--- src/rtl/ifetch_queue.sv ---
// Instruction prefetch queue: fetches sequential words over a req/ack handshake into a
// DEPTH-entry FIFO, and flushes and refetches from the target on a branch/jump redirect.
module ifetch_queue #(
    parameter int          DEPTH    = 4,
    parameter logic [31:0] RESET_PC = 32'h0000_3000
) (
    input  logic                     clk,
    input  logic                     rst,
    input  logic                     redirect,
    input  logic [31:0]              redirect_pc,
    input  logic                     deq,
    output logic                     valid,
    output logic [31:0]              instr,
    output logic [31:0]              pc_out,
    output logic [31:0]              pc_plus4,
    output logic [$clog2(DEPTH):0]   count,
    output logic                     mem_req,
    output logic [31:0]              mem_addr,
    input  logic                     mem_ack,
    input  logic [31:0]              mem_rdata
);
    localparam int AW = $clog2(DEPTH);
    localparam int CW = AW + 1;
    localparam logic [CW-1:0] FULL = CW'(DEPTH);

    typedef enum logic [1:0] {IDLE, REQ, DRAIN} state_t;

    state_t          state, state_nxt;
    logic [AW-1:0]   rd_ptr, wr_ptr;
    logic [31:0]     fpc, fpc_nxt, tgt;
    logic [CW-1:0]   count_nxt;
    logic            push, pop;
    logic [31:0]     instr_mem [DEPTH];
    logic [31:0]     pc_mem    [DEPTH];

    assign tgt       = redirect_pc & 32'hFFFF_FFFC;
    assign valid     = (count != '0);
    assign push      = (state == REQ) && mem_ack && !redirect;
    assign pop       = deq && valid && !redirect;
    assign count_nxt = count + CW'(push) - CW'(pop);
    assign fpc_nxt   = push ? fpc + 32'd4 : fpc;

    // While draining, fpc already holds the latched redirect target.
    always_ff @(posedge clk or negedge rst) begin
        if (!rst) begin
            state <= IDLE;
        end else begin
            state <= state_nxt;
        end
    end

    always_comb begin
        state_nxt = state;
        case (state)
            IDLE:    if (redirect || count < FULL) state_nxt = REQ;
            REQ: begin
                if (mem_ack) begin
                    state_nxt = (redirect || count_nxt < FULL) ? REQ : IDLE;
                end else if (redirect) begin
                    state_nxt = DRAIN;
                end
            end
            DRAIN:   if (mem_ack) state_nxt = REQ;
            default: state_nxt = IDLE;
        endcase
    end

    always_comb begin
        mem_req = (state != IDLE);
    end

    // Control registers: occupancy, pointers, fetch pointer and the request address.
    always_ff @(posedge clk or negedge rst) begin
        if (!rst) begin
            count    <= '0;
            rd_ptr   <= '0;
            wr_ptr   <= '0;
            fpc      <= RESET_PC;
            mem_addr <= RESET_PC;
        end else begin
            if (redirect) begin
                count  <= '0;
                rd_ptr <= '0;
                wr_ptr <= '0;
                fpc    <= tgt;
            end else begin
                count <= count_nxt;
                fpc   <= fpc_nxt;
                if (push) wr_ptr <= wr_ptr + AW'(1);
                if (pop)  rd_ptr <= rd_ptr + AW'(1);
            end
            // The address only moves when no request is in flight or the current one completes.
            if (state == IDLE || mem_ack) begin
                mem_addr <= redirect ? tgt : fpc_nxt;
            end
        end
    end

    always_ff @(posedge clk) begin
        if (push) begin
            instr_mem[wr_ptr] <= mem_rdata;
            pc_mem[wr_ptr]    <= mem_addr;
        end
    end

    assign instr    = valid ? instr_mem[rd_ptr] : 32'h0;
    assign pc_out   = valid ? pc_mem[rd_ptr]    : 32'h0;
    assign pc_plus4 = pc_out + 32'd4;
endmodule

--- config.mk ---
export PLATFORM = sky130hd
export DESIGN_NAME = ifetch_queue
export DESIGN_NICKNAME = d
export VERILOG_FILES = /design/src/rtl/ifetch_queue.sv
export SDC_FILE = /design/constraint.sdc
export NUM_CORES = 1
export LEC_CHECK = 0
export CAP_MARGIN = 20
export CORE_ASPECT_RATIO = 1.2
export CORE_MARGIN = 3
export CORE_UTILIZATION = 23
export CTS_CLUSTER_SIZE = 8
export DETAILED_ROUTE_END_ITERATION = 8
export DONT_BUFFER_PORTS = 1
export MAX_ROUTING_LAYER = met4
export SYNTH_ARGS = -nofsm -noshare
export SYNTH_HDL_FRONTEND = slang
export SYNTH_SLANG_ARGS = --single-unit
--- constraint.sdc ---
create_clock -name clk -period 10.2 [get_ports clk]
set_clock_uncertainty 0.2 [all_clocks]
set_input_delay 1.53 -clock clk [delete_from_list [all_inputs] [get_ports clk]]
set_output_delay 1.53 -clock clk [all_outputs]
set_load 0.1 [all_outputs]
==> impl_metrics.ini <==
[run_status]
outcome = complete, no violations

[synth]
synthMuxAreaShare_pct = 14.4
synth_cells = 816
synthArstFlopShare_pct = 22.2
synth-main-ff-cell = edfxtp_1
synth-xor-area-share_pct = 3.94
ys_ff_latch = 329
yosysWarnings = 0
synth_compound_area_share_pct = 0.844
synth_top_cell_by_area = edfxtp_1
yosys.area_share.simple_pct = 8.95
synthAdderAreaFrac_pct = 0.871
synth_top_family_by_area = multiplexers
syn-cell-area_um2 = 13800
syn_nets = 894
yosys.area.top_type_share_pct = 55.7
syn_avg_cell_area_um2 = 16.9
ys_top_cells_by_area = edfxtp_1 (56%), dfrtp_1 (13%), mux4_2 (9.1%)
synth.distinct_cells = 41
ys_seq_area_share_pct = 69.0
synth-edff-count = 256

[layout]
area_delta_synth_final_pct = 20.1
fill_cells = 5938
final_layout_size_suffix_gt1_share_pct = 28.0
nets = 953

[min_path]
hold_path.class = flop to flop
holdPathEnd = state[0]$_DFFE_PN0P_
holdPathStages = 1
min_from = state[1]$_DFFE_PN0P_

[timing]
finalHoldViolCount = 0
fin_crit_ps = 7990
final.setup.tns_ps = 0
rsz0062_at_grt = false
drv_slew = 0
worstMarginPinSlew_ps = 1170
clock.fmax_mhz = 125
slew-limit-headroom_pct = 21.8
period_share_pct = 78.3
setup_viol = 0

[clock_tree]
ctsHoldBuffers = 0
h-tree-depth = 2
clk_pin_slew_ps = 50
cts_resized = 0
cts_tree = yes
clkLatencyLatePin_ps = 570
cts_made_buffers = 47
clock_sinks = 329
cts_buffer_depth = 3
post-cts-setup-buffers = 0
cts_root_buf = clkbuf_16

[setup_path]
reg2regPathDepth = 15
required_ps = 8470
startpoint_type = flop
endpoint_kind = output pin
criticalPathCategory = flop to output pin
crit_fanout = 18
rrSetupSlack_ps = 5780
r2r_end = state[0]$_DFFE_PN0P_
r2r_start = count[1]$_DFF_PN0_
cp.arrival_ps = 6260

[drt]
drc = 0
drtIter0Drc = 338
wl_met1_mm = 14.1
drt-total-wl_mm = 34.5
ant_nets = 0
wl_per_cell_um = 20.4
routed.top_layer = met4
routed_via_density = 4.22
route.met2.wl_mm = 16.8
met3_length_mm = 2.73
first_pass_iters = 5
num_vias = 7143

[floorplan]
die-height_um = 274
row_count = 97
core-area_um2 = 58900
num_io_pins = 202
start_util_pct = 23.4
die_w_um = 230
dieArea_um2 = 62900

[placement]
gp_congestion = 0.746
numPortBuffers = 0
place_hpwl_mm = 22.8

[global_routing]
antenna_found_initial = 1
grt_pass1_wl_mm = 51.6
grt_pass1_vias = 7754
grt_max_degree = 74
grt_use_total_pct = 11.3
overflow = 0

[job]
maxCapViolCount = 0
-- layout by cell type, fill, tap and decap left out, types with 8 or more instances in the layout --
cell | Yosys | layout
mux4_1 | 9 | 9
xor2_1 | 27 | 16
nor3_1 | 9 | 8
mux4_2 | 56 | 56
nor2_1 | 31 | 27
ha_1 | 8 | 8
nand2_1 | 52 | 52
buf_4 | 2 | 44
and2_1 | 58 | 52
edfxtp_1 | 256 | 256
clkbuf_1 | 20 | 23
dfrtp_1 | 69 | 67
xnor2_1 | 35 | 20
xor2_2 | 0 | 11
inv_1 | 21 | 20
o21ai_0 | 14 | 14
clkbuf_16 | 0 | 47
xnor2_2 | 0 | 15
mux2_2 | 41 | 41
nand3_1 | 28 | 28
nand4_1 | 15 | 15
-- registers in the layout, indices dropped and copies added (netlist names) --
signal     cells
pc_mem       128
instr_mem    128
wr_ptr         2
count          3
fpc           32
state          2
mem_addr      32
rd_ptr         2
-- worst max-delay path by stage --
stage	from	end	slack, ps	cells after the start
2_1_floorplan	count[1]$_DFF_PN0_	pc_plus4[30]	990	13
3_3_place_gp	count[1]$_DFF_PN0_	pc_plus4[30]	2680	12
3_5_place_dp	count[1]$_DFF_PN0_	pc_plus4[30]	2650	12
4_1_cts	count[1]$_DFF_PN0_	pc_plus4[30]	2000	12
5_1_grt	count[1]$_DFF_PN0_	pc_plus4[30]	1850	12
6_report	count[1]$_DFF_PN0_	pc_plus4[30]	2210	12
-- cell families (layout without fill, tap and decap cells) --
group	count (synthesis)	in the layout
DFF	329	329
and+or+nand+nor	227	227
muxes	108	108
xor gates and xnor gates	62	62
buffers and inverters	60	143
AOI/OAI and AO/OA	21	21
adders and majority gates	9	9
other	0	1
-- metrics by stage --
step | std cells | hold WS [ps] | util, % | cell area [µm²] | worst slack [ps]
4_1_cts | 1689 | 310 | 28.0 | 16500 | 2000
3_5_place_dp | 1616 | 314 | 25.8 | 15200 | 2650
6_report | 1692 | 313 | 28.1 | 16600 | 2210
3_3_place_gp | 1613 | 300 | 25.8 | 15200 | 2680
2_1_floorplan | 816 | 272 | - | 13800 | 991
5_1_grt | 1691 | 337 | 28.1 | 16600 | 1850
-- routing by layer --
metal | up-vias | track usage [%]
met5 | - | -
met4 | 0 | 3.83
li1 | 3191 | -
met1 | 3701 | 13.2
met3 | 55 | 3.64
met2 | 196 | 18.5
-- Yosys cell counts (3+ instances only) --
| cell type | instances |
|---|---|
| and2_1 | 58 |
| and3_1 | 6 |
| buf_1 | 4 |
| buf_2 | 9 |
| buf_6 | 3 |
| clkbuf_1 | 20 |
| dfrtp_1 | 69 |
| dfstp_2 | 4 |
| edfxtp_1 | 256 |
| ha_1 | 8 |
| inv_1 | 21 |
| mux2_2 | 41 |
| mux4_1 | 9 |
| mux4_2 | 56 |
| nand2_1 | 52 |
| nand3_1 | 28 |
| nand4_1 | 15 |
| nor2_1 | 31 |
| nor2b_1 | 8 |
| nor3_1 | 9 |
| nor4_1 | 3 |
| nor4_2 | 4 |
| o21ai_0 | 14 |
| o21ai_1 | 3 |
| o31ai_1 | 3 |
| or2_2 | 3 |
| xnor2_1 | 35 |
| xor2_1 | 27 |
-- final cells by class --
| class | count | area (µm²) | area share (%) |
|---|---|---|---|
| antenna | 1 | 2.50 | 0.0151 |
| clock buffer | 71 | 1280 | 7.71 |
| clock inverter | 2 | 28.8 | 0.174 |
| inverter | 21 | 80.1 | 0.484 |
| multi-input combinational | 427 | 4240 | 25.6 |
| sequential | 329 | 9530 | 57.5 |
| tap | 792 | 991 | 5.98 |
| timing repair buffer | 49 | 420 | 2.54 |
-- critical path, cell delays in order, from the launching register on --
cell,delay (ps)
dfrtp_1,1020
nor3_2,80
buf_4,230
clkinv_2,440
nand2_1,750
inv_1,930
ha_1,420
inv_1,160
nor4b_4,490
nand3_4,240
nor4_2,400
xor2_2,150
buf_4,310
Power is left out: the tool's default activity adds up to more than one toggle a clock period on the data nets, which glitch-free logic cannot reach.
